<file path="config.mk">
export PLATFORM = sky130hd
export DESIGN_NAME = mmio_port_unit
export DESIGN_NICKNAME = d
export VERILOG_FILES = /design/src/rtl/mmio_pkg.sv /design/src/rtl/mmio_port_unit_input_debouncer.sv /design/src/rtl/mmio_port_unit.sv
export SDC_FILE = /design/constraint.sdc
export NUM_CORES = 1
export LEC_CHECK = 0
export ABC_AREA = 1
export BUFFER_PORTS_ARGS = -buffer_cell sky130_fd_sc_hd__buf_2
export CELL_PAD_IN_SITES_DETAIL_PLACEMENT = 0
export CELL_PAD_IN_SITES_GLOBAL_PLACEMENT = 2
export CORE_AREA = 2 2 114 116
export DETAILED_ROUTE_END_ITERATION = 10
export DIE_AREA = 0 0 116 118
export PLACE_DENSITY = 0.86
export SETUP_SLACK_MARGIN = 0.4
export SYNTH_ARGS = -nofsm -noshare
export SYNTH_HDL_FRONTEND = slang
export SYNTH_SLANG_ARGS = --single-unit
</file>
<file path="constraint.sdc">
create_clock -name clk -period 4.8 [get_ports clk]
set_input_delay 0.48 -clock clk [delete_from_list [all_inputs] [get_ports clk]]
set_output_delay 0.48 -clock clk [all_outputs]
set_load 0.1 [all_outputs]
</file>
<file path="src/rtl/mmio_pkg.sv">
// Shared constants and types for the MMIO port unit.
// Register offsets are word indices taken from Address[3:2].
package mmio_pkg;

    localparam logic [1:0] OFS_PORT_OUT = 2'd0;
    localparam logic [1:0] OFS_PORT_IN  = 2'd1;
    localparam logic [1:0] OFS_STATUS   = 2'd2;
    localparam logic [1:0] OFS_CONFIG   = 2'd3;

    localparam int STAT_CHG_BIT = 0;
    localparam int CFG_IE_BIT   = 0;

    localparam int DB_CNT_W = 8;

    typedef enum logic {
        DB_STABLE,
        DB_COUNTING
    } db_state_t;

endpackage

</file>
<file path="src/rtl/mmio_port_unit_input_debouncer.sv">
// Two-flop synchroniser plus debounce FSM for the external input port.
// change_pulse is combinational, high in the cycle before the accepting edge.
module input_debouncer
    import mmio_pkg::*;
#(
    parameter int PORT_IN_WIDTH   = 8,
    parameter int DEBOUNCE_CYCLES = 4
) (
    input  logic                     clk,
    input  logic                     reset,
    input  logic [PORT_IN_WIDTH-1:0] i_port,
    output logic [PORT_IN_WIDTH-1:0] o_stable,
    output logic                     o_change_pulse
);

    localparam logic [DB_CNT_W-1:0] DB_LIMIT = DB_CNT_W'(DEBOUNCE_CYCLES);

    logic [PORT_IN_WIDTH-1:0] r_sync1;
    logic [PORT_IN_WIDTH-1:0] r_sync2;
    logic [PORT_IN_WIDTH-1:0] r_stable;
    logic [DB_CNT_W-1:0]      r_count;
    db_state_t                r_state;

    logic [PORT_IN_WIDTH-1:0] w_stable_next;
    logic [DB_CNT_W-1:0]      w_count_next;
    logic [DB_CNT_W-1:0]      w_count_inc;
    db_state_t                w_state_next;
    logic                     w_accept;

    // The edge that enters COUNTING is itself the first counted edge,
    // so acceptance is judged on the incremented count.
    always_comb begin
        w_state_next  = r_state;
        w_count_next  = r_count;
        w_stable_next = r_stable;
        w_accept      = 1'b0;
        w_count_inc   = r_count + 1'b1;
        unique case (r_state)
            DB_STABLE: begin
                w_count_next = '0;
                if (r_sync2 != r_stable) begin
                    if (DB_LIMIT == 8'd1) begin
                        w_accept = 1'b1;
                    end else begin
                        w_state_next = DB_COUNTING;
                        w_count_next = 8'd1;
                    end
                end
            end
            DB_COUNTING: begin
                if (r_sync2 == r_stable) begin
                    w_state_next = DB_STABLE;
                    w_count_next = '0;
                end else if (w_count_inc == DB_LIMIT) begin
                    w_accept = 1'b1;
                end else begin
                    w_count_next = w_count_inc;
                end
            end
        endcase
        if (w_accept) begin
            w_stable_next = r_sync2;
            w_count_next  = '0;
            w_state_next  = DB_STABLE;
        end
    end

    always_ff @(posedge clk or negedge reset) begin
        if (!reset) begin
            r_sync1  <= '0;
            r_sync2  <= '0;
            r_stable <= '0;
            r_count  <= '0;
            r_state  <= DB_STABLE;
        end else begin
            r_sync1  <= i_port;
            r_sync2  <= r_sync1;
            r_stable <= w_stable_next;
            r_count  <= w_count_next;
            r_state  <= w_state_next;
        end
    end

    assign o_stable       = r_stable;
    assign o_change_pulse = w_accept;

endmodule

</file>
<file path="src/rtl/mmio_port_unit.sv">
// MMIO block behind the single-cycle core: output port, debounced input
// port, sticky change flag and change interrupt.
module mmio_port_unit
    import mmio_pkg::*;
#(
    parameter logic [31:0] BASE_ADDR       = 32'h1001_0000,
    parameter int          PORT_IN_WIDTH   = 8,
    parameter int          DEBOUNCE_CYCLES = 4
) (
    input  logic                     clk,
    input  logic                     reset,
    input  logic [31:0]              Address,
    input  logic [31:0]              WriteData,
    input  logic                     MemWrite,
    input  logic                     MemRead,
    output logic [31:0]              ReadData,
    output logic                     Hit,
    input  logic [PORT_IN_WIDTH-1:0] PortIn,
    output logic [31:0]              PortOut,
    output logic                     IRQ
);

    logic [PORT_IN_WIDTH-1:0] w_stable;
    logic                     w_change;
    logic [1:0]               w_ofs;
    logic                     w_wr;
    logic                     w_chg_next;
    logic                     w_ie_next;
    logic                     w_unused_lsb;

    logic [31:0] r_port_out;
    logic        r_chg;
    logic        r_ie;
    logic        r_irq;

    input_debouncer #(
        .PORT_IN_WIDTH  (PORT_IN_WIDTH),
        .DEBOUNCE_CYCLES(DEBOUNCE_CYCLES)
    ) u_debouncer (
        .clk           (clk),
        .reset         (reset),
        .i_port        (PortIn),
        .o_stable      (w_stable),
        .o_change_pulse(w_change)
    );

    // Window is 16-byte aligned, so only the upper 28 bits are compared.
    assign Hit          = (Address[31:4] == BASE_ADDR[31:4]);
    assign w_ofs        = Address[3:2];
    assign w_wr         = MemWrite & Hit;
    assign w_unused_lsb = ^Address[1:0];

    always_comb begin
        w_chg_next = r_chg;
        w_ie_next  = r_ie;
        if (w_wr && w_ofs == OFS_STATUS && WriteData[STAT_CHG_BIT]) begin
            w_chg_next = 1'b0;
        end
        if (w_change) begin
            w_chg_next = 1'b1;
        end
        if (w_wr && w_ofs == OFS_CONFIG) begin
            w_ie_next = WriteData[CFG_IE_BIT];
        end
    end

    always_ff @(posedge clk or negedge reset) begin
        if (!reset) begin
            r_port_out <= '0;
            r_chg      <= 1'b0;
            r_ie       <= 1'b0;
            r_irq      <= 1'b0;
        end else begin
            if (w_wr && w_ofs == OFS_PORT_OUT) begin
                r_port_out <= WriteData;
            end
            r_chg <= w_chg_next;
            r_ie  <= w_ie_next;
            r_irq <= w_chg_next & w_ie_next;
        end
    end

    always_comb begin
        ReadData = '0;
        if (MemRead && Hit) begin
            unique case (w_ofs)
                OFS_PORT_OUT: ReadData = r_port_out;
                OFS_PORT_IN:  ReadData = 32'(w_stable);
                OFS_STATUS:   ReadData = {31'b0, r_chg};
                OFS_CONFIG:   ReadData = {31'b0, r_ie};
            endcase
        end
    end

    assign PortOut = r_port_out;
    assign IRQ     = r_irq;

endmodule

</file>
Word-level counts from Yosys, hierarchy flattened
Cells that the tools add are included.

word-level totals
  register bits = 68
  bits of input ports = 76
  output and inout port bits = 66
  word-level logic and storage cells = 44

operators by class
  $add $sub $neg = 1
  eq/ne operators = 8
  muxes and demuxes = 17
  bitwise operators = 3
  reductions and logical operators = 6

operators by type and width
  kind                                                   number
  case mux 32 bit (4 select lines)                       1
  2-to-1 mux 32 bit                                      1
  equality test 28 x 25 -> 1 bit, second input constant  1
  2-to-1 mux 8 bit                                       3
  case mux 8 bit (2 select lines)                        1
  2-to-1 mux 1 bit                                       10
  adder 8 x 1 -> 8 bit, second input constant            1
  equality test 8 x 3 -> 1 bit, second input constant    1
  equality test 8 bit                                    1
  != test 8 bit                                          1
  logical AND 1 bit                                      5
  equality test 2 bit, second input constant             2
  != test 4 x 3 -> 1 bit, second input constant          1
  bitwise AND 1 bit                                      2
  equality test 2 x 1 -> 1 bit, second input constant    1
  logical NOT 2 bit                                      1
  case mux 1 bit (2 select lines)                        1
  NOT 1 bit                                              1

Logic depth before layout (Yosys ltp)
Gate-level depths: netlist of the first run.

  depth after elaboration = 7
  gate-level depth with buffers = 11
  gate-level depth less buffers = 11

By module
Synthesis of the first run repeated with hierarchy kept, for this count alone.

unflattened totals
  cell total of the unflattened synthesis = 460
  area total of the unflattened synthesis = 3639.7 um^2

by module, submodules not included
  module           instances  cells an instance  area each (um^2)  seq. area each (um^2)
  mmio_port_unit   1          264                2006.9            875.8
  input_debouncer  1          196                1632.8            825.8

Worst setup path before layout of the first run
OpenSTA, ideal clock, no wires.

  path kind = input -> output
  start = in Address[31]
  end = out ReadData[3]
  arrival = 3.116 ns
  required time = 4.320 ns
  setup slack = 1.204 ns
  stages on the path = 7
  buffers on the path = 1
  path through = or2_1 > nor2_2 > nand2_2 > nor2_8 > nand2_1 > buf_2 > a21oi_1

between the ends
  word-level cells in the longest chain between the ends = 3

RTL lines
  element                         RTL line              source
  start, declared                 mmio_port_unit.sv:12  input logic [31:0] Address,
  equality test 28 x 25 -> 1 bit  mmio_port_unit.sv:48  assign Hit = (Address[31:4] == BASE_ADDR[31:4]);
  net Hit                         mmio_port_unit.sv:17  output logic Hit,
  logical AND 1 bit               mmio_port_unit.sv:85  if (MemRead && Hit) begin
  2-to-1 mux 32 bit               mmio_port_unit.sv:85
  end, declared                   mmio_port_unit.sv:16  output logic [31:0] ReadData,

The timed path passes the listed nets, and every way through them passes these cells.

Worst setup path in the final report of the first run
  start = in Address[15]
  end = out ReadData[4]

between the ends
  word-level cells in the longest chain between the ends = 3

RTL lines
  element                         RTL line
  equality test 28 x 25 -> 1 bit  mmio_port_unit.sv:48
  logical AND 1 bit               mmio_port_unit.sv:85
  2-to-1 mux 32 bit               mmio_port_unit.sv:85

No other way between the ends.

==> results of run 1 <==
## worst register-to-register path: stages, from the launching register on
cell	delay, ps
dfrtp_1	400
ha_1	240
nand3_1	140
o21ai_1	140
nand2_1	130
a21oi_4	320
nand3_4	170
nand2_1	100
nand2_1	50
## metrics by stage
stage,total power (uW),hold WS [ps]
after floorplan,764,184
after global placement,834,333
after detailed placement,841,336
after CTS,1450,183
after global routing,1510,225
final,1430,168
## layout by cell type, fill, tap and decap left out, types with 4 or more instances in the layout
cell type  synthesis  layout
a21oi_1            7       7
buf_2              4     139
clkbuf_16          0       9
dfrtp_1           68      68
inv_1             63      63
nand2_1          145     145
nand3_1            8       8
nand4_1           10      10
nor2_1            64      63
nor2_2             3       4
nor3_1             4       4
o21ai_2           33      33
## per-layer routing
layer  vias to the layer above  share of wire (%)
met2                        88                 48
met3                        13                5.7
met1                      1372                 45
met5                         -                  0
li1                       1600                  -
met4                         0                1.9
## worst max path at each step
stage,from,endpoint,slack [ps]
floorplan,Address[31],ReadData[3],1200
global placement,Address[31],ReadData[4],1520
detailed placement,Address[15],ReadData[4],1480
CTS,Address[15],ReadData[4],1480
global route,Address[15],ReadData[4],1250
finish,Address[15],ReadData[4],1560
## cell type report
type / count / area [um2] / area share, %
Inverter: 65 / 244 / 5.37
Multi-Input combinational cell: 287 / 1400 / 30.9
Sequential cell: 68 / 1700 / 37.4
Tap cell: 172 / 215 / 4.73
Clock buffer: 12 / 246 / 5.42
Clock inverter: 4 / 25.0 / 0.550
Timing Repair Buffer: 141 / 711 / 15.6
## cells by family (layout without fill, tap and decap cells)
family | after synthesis | after routing | share of synthesized area (%)
AOI/OAI and AO/OA | 43 | 43 | 10.3
DFF | 68 | 68 | 49.4
and+or+nand+nor | 242 | 242 | 29.7
adders and majority gates | 2 | 2 | 0.727
buffers and inverters | 77 | 222 | 9.85
## registers in the layout, summed over array words and instances, names as in the netlist
signal	flops
u_debouncer.o_stable	8
u_debouncer.r_sync2	8
IRQ	1
PortOut	32
r_chg	1
u_debouncer.r_state	1
u_debouncer.r_sync1	8
r_ie	1
u_debouncer.r_count	8
## power by group
| group | total [uW] | switching [uW] | internal [uW] |
|---|---|---|---|
| Combinational | 159 | 92.5 | 66.1 |
| Sequential | 670 | 50.1 | 620 |
| Clock | 602 | 240 | 362 |
==> results.json, run 1 <==
{
  "final_util_pct": 36.6,
  "number_of_global_route_vias_before_repair": 3251,
  "globalplace.congestion": 0.758,
  "critPathMaxFanout": 32,
  "worst-endpoint-arrival_ps": 2760,
  "synth_seq_cells": 68,
  "yosysSeqAreaShare_pct": 49.4,
  "nets": 650,
  "end_of_the_worst_register_to_register_path": "u_debouncer.o_stable[4]",
  "grt.overflow.total": 0,
  "cts_resized": 0,
  "worstReg2RegStart": "u_debouncer.r_count[0]",
  "postSynthCellCount": 432,
  "post-dp-hpwl_um": 6480,
  "drtIter0Drc": 101,
  "drt_first_pass_iters": 4,
  "place_inst": 733,
  "global_route.usage.met3_pct": 3.86,
  "rows": 41,
  "cts.sink_count": 68,
  "synthDistinctLibCells": 23,
  "fin_area_um2": 4550,
  "cts_setup_buffers": 0,
  "synth.area.top_cells": "dfrtp_1 49%, nand2_1 16%, o21ai_2 8.4%",
  "netlist.area_leader.share_pct": 49.4,
  "crit_path_start_kind": "input port",
  "core_region_area_um2": 12400,
  "critPathCaptureType": "output port",
  "dp_slack_ps": 1480,
  "area_delta_synth_final_pct": 32.1,
  "hold_path_class": "in -> async",
  "die_area_um2": 13700,
  "met1_usage_pct": 17.8,
  "layoutNonFillerInstCount": 749,
  "synthFlopType": "dfrtp_1",
  "drv_slew": 0,
  "clock_tree_from_tritoncts": "built",
  "synthDominantAreaCellType": "dfrtp_1",
  "critical_path.n_buffers_inverters": 2,
  "required_ps": 4320,
  "synth_most_common_cell": "nand2_1",
  "timing.reg2reg.worst_path_depth": 8,
  "cts.path.max_buffers": 2,
  "cpMostUsedCell": "nand2_1",
  "wl_per_cell_um": 11.8,
  "cts-buffers-inserted": 9,
  "run_status": "completed",
  "critical_path_class": "in -> out",
  "hold_violations": 0,
  "postSynthNetCount": 510,
  "rsz0062_at_grt": "false",
  "synth_enable_flop_cells": 0,
  "detail_route.drc_violations": 0,
  "setup_slack_ps": 1560,
  "total_leakage_power_uw": 0.00250,
  "global_route.usage.met2_pct": 23.1,
  "timing.clock.skew_ps": 5.10,
  "route.vias.total": 3073,
  "global_route.peak_usage_layer": "met2",
  "timing.slew.headroom_pct": 24.3,
  "final_layout_size_suffix_gt1_share_pct": 35.0,
  "finalWirelength_um": 8820,
  "antenna_violations_before_repair": 0,
  "reg2reg_slack_ps": 2990,
  "grt_max_degree": 65,
  "worstMarginPinSlew_ps": 1130,
  "syn-mean-instance-area_um2": 7.97,
  "synth.cell_area_um2": 3440,
  "setup_violations": 0,
  "maxCapViolations": 0,
  "worstPathCellList": "buf_2 > nor2_1 > nand2_1 > nor2_1 > nand2_1 > nor2_8 > nand2_1 > a21oi_1 > buf_2",
  "postRouteAntennaNets": 0,
  "cts.hold.buffers_added": 0,
  "placedInstanceArea_um2": 4280,
  "cpPeakStageDelay_ps": 650,
  "asyncSetResetFlopFracSynth_pct": 100,
  "timing.setup.tns_ps": 0,
  "final.fill_count": 1355,
  "diodes": 0,
  "htree_num_levels": 3,
  "chipWidth_um": 116,
  "design.portCount": 142,
  "ctsRootBufferMaster": "clkbuf_16",
  "cp_num_cells": 9,
  "layout_worst_path_cycle_share_pct": 67.5,
  "clkSlewWorstSetupHoldPaths_ps": 60,
  "timing.critical_path.slowest_stage_cell": "nand2_1",
  "worst_path_dominant_cell_family": "simple AND/OR/NAND/NOR gates",
  "die-height_um": 118,
  "numPortBuffers": 139,
  "start_util_pct": 27.7,
  "achievable-frequency_mhz": 309,
  "worst_ir_drop_vdd_v": 0.000127,
  "finalWorstPathRequiredPeriod_ps": 3240,
  "synth.top_cells.by_count": "145 x nand2_1, 68 x dfrtp_1, 64 x nor2_1, 63 x inv_1, 33 x o21ai_2",
  "clk-insertion-delay-late_ps": 330,
  "power_density_nw_per_um2": 315,
  "yosysWarningCount": 0,
  "grt_pass1_wl_um": 15500,
  "viasPerCell": 4.10,
  "gr-usage-all-layers_pct": 14.3
}
(Power assumes the default switching activity.)
==> inputs of run 2 (changes only) <==
Settings changed: CORE_AREA 2 2 114 116 to 2 2 119 121, DIE_AREA 0 0 116 118 to 0 0 121 123, PLACE_DENSITY 0.86 to 0.8.
Clock period 4.8 ns to 3.2 ns, I/O delays scaled along.
==> run 2 against run 1 <==
Against the previous run: highest routed layer unchanged; critical path type unchanged; final cell count increased by 1.6%; sequential share of layout area is 0.99 points lower; hold slack lost 74 ps; critical endpoint is now ReadData[25]; utilization shrank 2.3 points; via count increased by 1.5%; largest cell class unchanged.
==> results.json, run 2 (synthesis gave the netlist of run 1 again) <==
{
  "grt.overflow.total": 0,
  "fin_area_um2": 4670,
  "clock_tree_from_tritoncts": "built",
  "timing.clock.skew_ps": 5.63,
  "rsz0062_at_grt": "false",
  "comb_power_share_pct": 10.6,
  "maxCapViolations": 0,
  "grt_max_degree": 63,
  "placedInstanceArea_um2": 4360,
  "critPathCaptureType": "output port",
  "final_util_pct": 34.3,
  "cts.path.max_buffers": 2,
  "hold_path_class": "in -> reg",
  "htree_num_levels": 3,
  "rows": 43,
  "drt_first_pass_iters": 4,
  "design.portCount": 142,
  "critPathMaxFanout": 21,
  "run_status": "completed",
  "layoutNonFillerInstCount": 761,
  "worstHoldEndpoint": "u_debouncer.r_sync1[5]",
  "postRouteAntennaNets": 0,
  "crit_path_start_kind": "input port",
  "area_delta_synth_final_pct": 35.7,
  "wl_per_cell_um": 11.9,
  "power_density_nw_per_um2": 477,
  "reg2reg_slack_ps": 1390,
  "chipWidth_um": 121,
  "place_inst": 744,
  "clk-insertion-delay-late_ps": 330,
  "finalWorstPathRequiredPeriod_ps": 2560,
  "detail_route.drc_violations": 0,
  "core_region_area_um2": 13600,
  "worstReg2RegStart": "u_debouncer.r_count[0]",
  "start_util_pct": 25.3,
  "min_from": "PortIn[5]",
  "hold-path-cell-count": 1,
  "share_seq_of_total_power_pct": 45.0,
  "cts.sink_count": 68,
  "layout.cells.most_common_list": "145 x nand2_1, 139 x buf_2, 68 x dfrtp_1",
  "timing.reg2reg.worst_path_depth": 8,
  "ctsRootBufferMaster": "clkbuf_16",
  "timing.slew.headroom_pct": 48.2,
  "p_switching_uw": 575,
  "worst-endpoint-arrival_ps": 2240,
  "nets": 654,
  "drtIter0Drc": 139,
  "layout_worst_path_cycle_share_pct": 79.9,
  "power_switching_share_pct": 25.8,
  "cts-buffers-inserted": 9,
  "grt_pass1_wl_um": 15000,
  "antenna_violations_before_repair": 1,
  "diodes": 0,
  "viasPerCell": 4.10,
  "worst_ir_drop_vdd_v": 0.000208,
  "clkSlewWorstSetupHoldPaths_ps": 60,
  "final_layout_size_suffix_gt1_share_pct": 39.1,
  "required_ps": 2880,
  "layout_commonest_cell": "nand2_1",
  "die_area_um2": 14900,
  "critical_path_class": "in -> out",
  "globalplace.congestion": 0.747,
  "hold_violations": 0,
  "numPortBuffers": 139,
  "end_of_the_worst_register_to_register_path": "u_debouncer.o_stable[5]",
  "gr-usage-all-layers_pct": 12.9,
  "route.vias.total": 3118,
  "post-dp-hpwl_um": 6900,
  "flip_flop_count_of_the_largest_register_all_copies_and_words_added": 32,
  "setup_violations": 0,
  "worst_hold_slack_ps": 93.8,
  "drv_slew": 0,
  "finalWirelength_um": 9030,
  "number_of_global_route_vias_before_repair": 3110,
  "total_leakage_power_uw": 0.00253,
  "achievable-frequency_mhz": 391,
  "p_int_uw": 1650,
  "p_clk_share_pct": 44.4,
  "die-height_um": 123,
  "worstMarginPinSlew_ps": 777
}
## run 2: cell types whose count changed in the layout (fill, tap and decap cells not counted), sizes merged
cell         previous run  this run
bufinv                  0         1
dlygate4sd3             0         1
clkinv                  2         3
clkbuf                 12        10
buf                   141       144
## run 2: cell type report
type | instances | area, um2
clock buffers | 10 | 239
fillers | 1462 | 8940
well taps | 180 | 225
inverters | 65 | 244
clock inverters | 6 | 63.8
flip-flops and latches | 68 | 1700
repair buffers | 145 | 743
multi-input cells | 287 | 1450
## run 2: worst max-delay path by stage
| stage | to | cells after the start | from | slack, ps |
|---|---|---|---|---|
| 5_1_grt | ReadData[23] | 10 | Address[25] | 460 |
| 4_1_cts | ReadData[25] | 9 | Address[31] | 630 |
| 6_report | ReadData[25] | 9 | Address[31] | 640 |
| 3_3_place_gp | ReadData[10] | 9 | Address[31] | 640 |
| 2_1_floorplan | ReadData[3] | 7 | Address[31] | -80 |
| 3_5_place_dp | ReadData[25] | 9 | Address[31] | 640 |
## run 2: what timing repair did
action                                  4_1_cts  5_1_grt
setup buffers                                 0        0
hold endpoints to repair                     18        0
endpoints found under the setup margin        0        0
resized for setup                             0        0
hold buffers                                  1        0
## run 2: metal layers
layer,share of wire [%],up-vias,track usage [%]
met3,6.5,12,3.87
li1,-,1605,-
met1,44,1415,15.5
met4,1.8,0,5.74
met5,0,-,0
met2,48,86,21.4
## run 2: power by group through the flow
stage	Clock (uW)	Combinational, uW	Sequential [uW]
3_3_place_gp	0	234	1010
3_5_place_dp	0	239	1020
6_report	989	235	1000
5_1_grt	1050	289	1020
4_1_cts	1030	242	1000
2_1_floorplan	0	150	997
## run 2: per-stage QoR
step | TNS, ps | setup WS (ps) | total power [uW]
2_1_floorplan | -380 | -75.9 | 1150
3_3_place_gp | 0 | 643 | 1250
3_5_place_dp | 0 | 638 | 1260
4_1_cts | 0 | 630 | 2270
5_1_grt | 0 | 458 | 2360
6_report | 0 | 644 | 2230
## run 2: critical path: stages
cell,delay (ps)
buf_2,90
or2_1,220
nor2_2,90
nand2_2,90
nor2_8,160
nand2_1,330
buf_4,370
nor2_2,110
buf_2,430
==> inputs of run 3 (changes only) <==
Settings changed: CORE_AREA 2 2 119 121 to 2 2 123 125, DIE_AREA 0 0 121 123 to 0 0 125 127, PLACE_DENSITY 0.8 to 0.78.
Clock period 3.2 ns to 2.34 ns, I/O delays scaled along.
==> run 3 against run 2 <==
Against the previous run: clock skew up 0.99 ps; power up 32%; final cell count up 1.4%; first-iteration DRC count down 27%; die area up 6.7%; sequential share of layout area down 5.1 points; hold slack worse by 79 ps; count of clock-buffer cells in the layout up 3; critical endpoint is now ReadData[28].
==> results.json, run 3 (synthesis gave the netlist of run 1 again) <==
{
  "reg2reg_slack_ps": 640,
  "detail_route.drc_violations": 0,
  "grt_max_degree": 43,
  "required_ps": 2110,
  "layout_commonest_cell": "nand2_1",
  "grt.overflow.total": 0,
  "design.portCount": 142,
  "nets": 661,
  "hold_violations": 0,
  "clock_tree_from_tritoncts": "built",
  "p_switching_uw": 757,
  "post-dp-hpwl_um": 7270,
  "crit_path_start_kind": "input port",
  "cts-buffers-inserted": 9,
  "flip_flop_count_of_the_largest_register_all_copies_and_words_added": 32,
  "chipWidth_um": 125,
  "power_density_nw_per_um2": 540,
  "worst_ir_drop_vdd_v": 0.000214,
  "maxCapViolations": 0,
  "gr-usage-all-layers_pct": 12.7,
  "setup_violations": 0,
  "start_util_pct": 23.9,
  "share_seq_of_total_power_pct": 46.7,
  "layout.cells.most_common_list": "144 x nand2_1, 107 x buf_2, 66 x dfrtp_1",
  "grt_pass1_wl_um": 16100,
  "run_status": "completed",
  "route.vias.total": 3146,
  "cts.path.max_buffers": 2,
  "critPathCaptureType": "output port",
  "drv_slew": 0,
  "die-height_um": 127,
  "wl_per_cell_um": 12.4,
  "numPortBuffers": 139,
  "hold_path_class": "in -> reg",
  "timing.slew.headroom_pct": 51.6,
  "drtIter0Drc": 101,
  "core_region_area_um2": 14400,
  "place_inst": 748,
  "clk-insertion-delay-late_ps": 320,
  "p_int_uw": 2180,
  "worst-endpoint-arrival_ps": 1580,
  "htree_num_levels": 3,
  "layout_worst_path_cycle_share_pct": 77.4,
  "number_of_global_route_vias_before_repair": 3288,
  "critPathMaxFanout": 16,
  "total_leakage_power_uw": 0.00265,
  "globalplace.congestion": 0.752,
  "ff_latch_area_um2": 1700,
  "die_area_um2": 15900,
  "timing.clock.skew_ps": 6.63,
  "postRouteAntennaNets": 0,
  "critical_path_class": "in -> out",
  "timing.setup.tns_ps": 0,
  "power_switching_share_pct": 25.8,
  "rsz0062_at_grt": "true",
  "cts.sink_count": 68,
  "area_of_the_multi_input_gates_um2": 1720,
  "viasPerCell": 4.08,
  "finalWorstPathRequiredPeriod_ps": 1810,
  "clkSlewWorstSetupHoldPaths_ps": 50,
  "p_clk_share_pct": 41.6,
  "finalWirelength_um": 9560,
  "ctsRootBufferMaster": "clkbuf_16",
  "worstMarginPinSlew_ps": 726,
  "drt_first_pass_iters": 5,
  "final.fill_count": 1498,
  "final_layout_size_suffix_gt1_share_pct": 41.9,
  "layoutNonFillerInstCount": 772,
  "antenna_violations_before_repair": 1,
  "comb_power_share_pct": 11.7,
  "achievable-frequency_mhz": 552,
  "area_delta_synth_final_pct": 58.1,
  "rows": 44
}
-- run 3: cell type report --
| type | instances | area share (%) |
|---|---|---|
| diodes | 1 | 0.0460 |
| well taps | 184 | 4.23 |
| repair buffers | 150 | 23.4 |
| clock inverters | 2 | 0.184 |
| inverters | 65 | 4.48 |
| multi-input cells | 289 | 31.6 |
| clock buffers | 13 | 4.78 |
| flip-flops and latches | 68 | 31.3 |
-- run 3: worst paths after layout --
kind / from / endpoint / cells past startpoint
worst max-delay path: Address[31] / ReadData[28] / 8
worst min-delay path: PortIn[2] / u_debouncer.r_sync1[2] / 1
worst max register to register: u_debouncer.r_count[0] / u_debouncer.o_stable[5] / 8
worst min register to register: u_debouncer.r_sync1[7] / u_debouncer.r_sync2[7] / 0
max in group asynchronous: reset / PortOut[2] / 3
min in group asynchronous: reset / PortOut[30] / 2
-- run 3: what timing repair did --
item                                    CTS  global route
endpoints found under the hold margin    29             0
hold buffers                              1             0
pin swaps                                 1             2
buffers inserted                          0             5
gates resized for setup                   0             1
cloned                                    1             1
endpoints found under the setup margin   13            37
-- run 3: metal layers --
metal,track usage (%),up-vias,wire length [um]
li1,-,1619,-
met1,14.7,1424,4060
met2,22.0,88,4670
met3,3.81,15,622
met4,5.29,0,210
met5,0,-,0
-- run 3: power by group through the flow --
stage | Clock (uW) | Combinational, uW | Sequential, uW
2_1_floorplan | 0 | 218 | 1360
3_3_place_gp | 0 | 337 | 1390
3_5_place_dp | 0 | 346 | 1390
4_1_cts | 1260 | 350 | 1370
5_1_grt | 1310 | 405 | 1390
6_report | 1220 | 343 | 1370
-- run 3: critical path, cell delays in order --
cell,delay [ps]
buf_2,90
or2_1,220
nor2_2,90
nand2_2,90
nor2_8,250
nand2_8,230
nor2_4,170
buf_12,180
-- run 3: stage by stage --
step                utilization (%)  setup WS (ps)  power [uW]  hold WS (ps)  instance area, um2
floorplan                         -            229        1580         -61.6                3760
global placement               35.3            349        1730           325                5090
detailed placement             35.3            342        1740           335                5090
CTS                            37.3            386        2990          2.78                5380
global route                   37.7            388        3110          3.22                5440
finish                         37.7            530        2940          15.0                5440
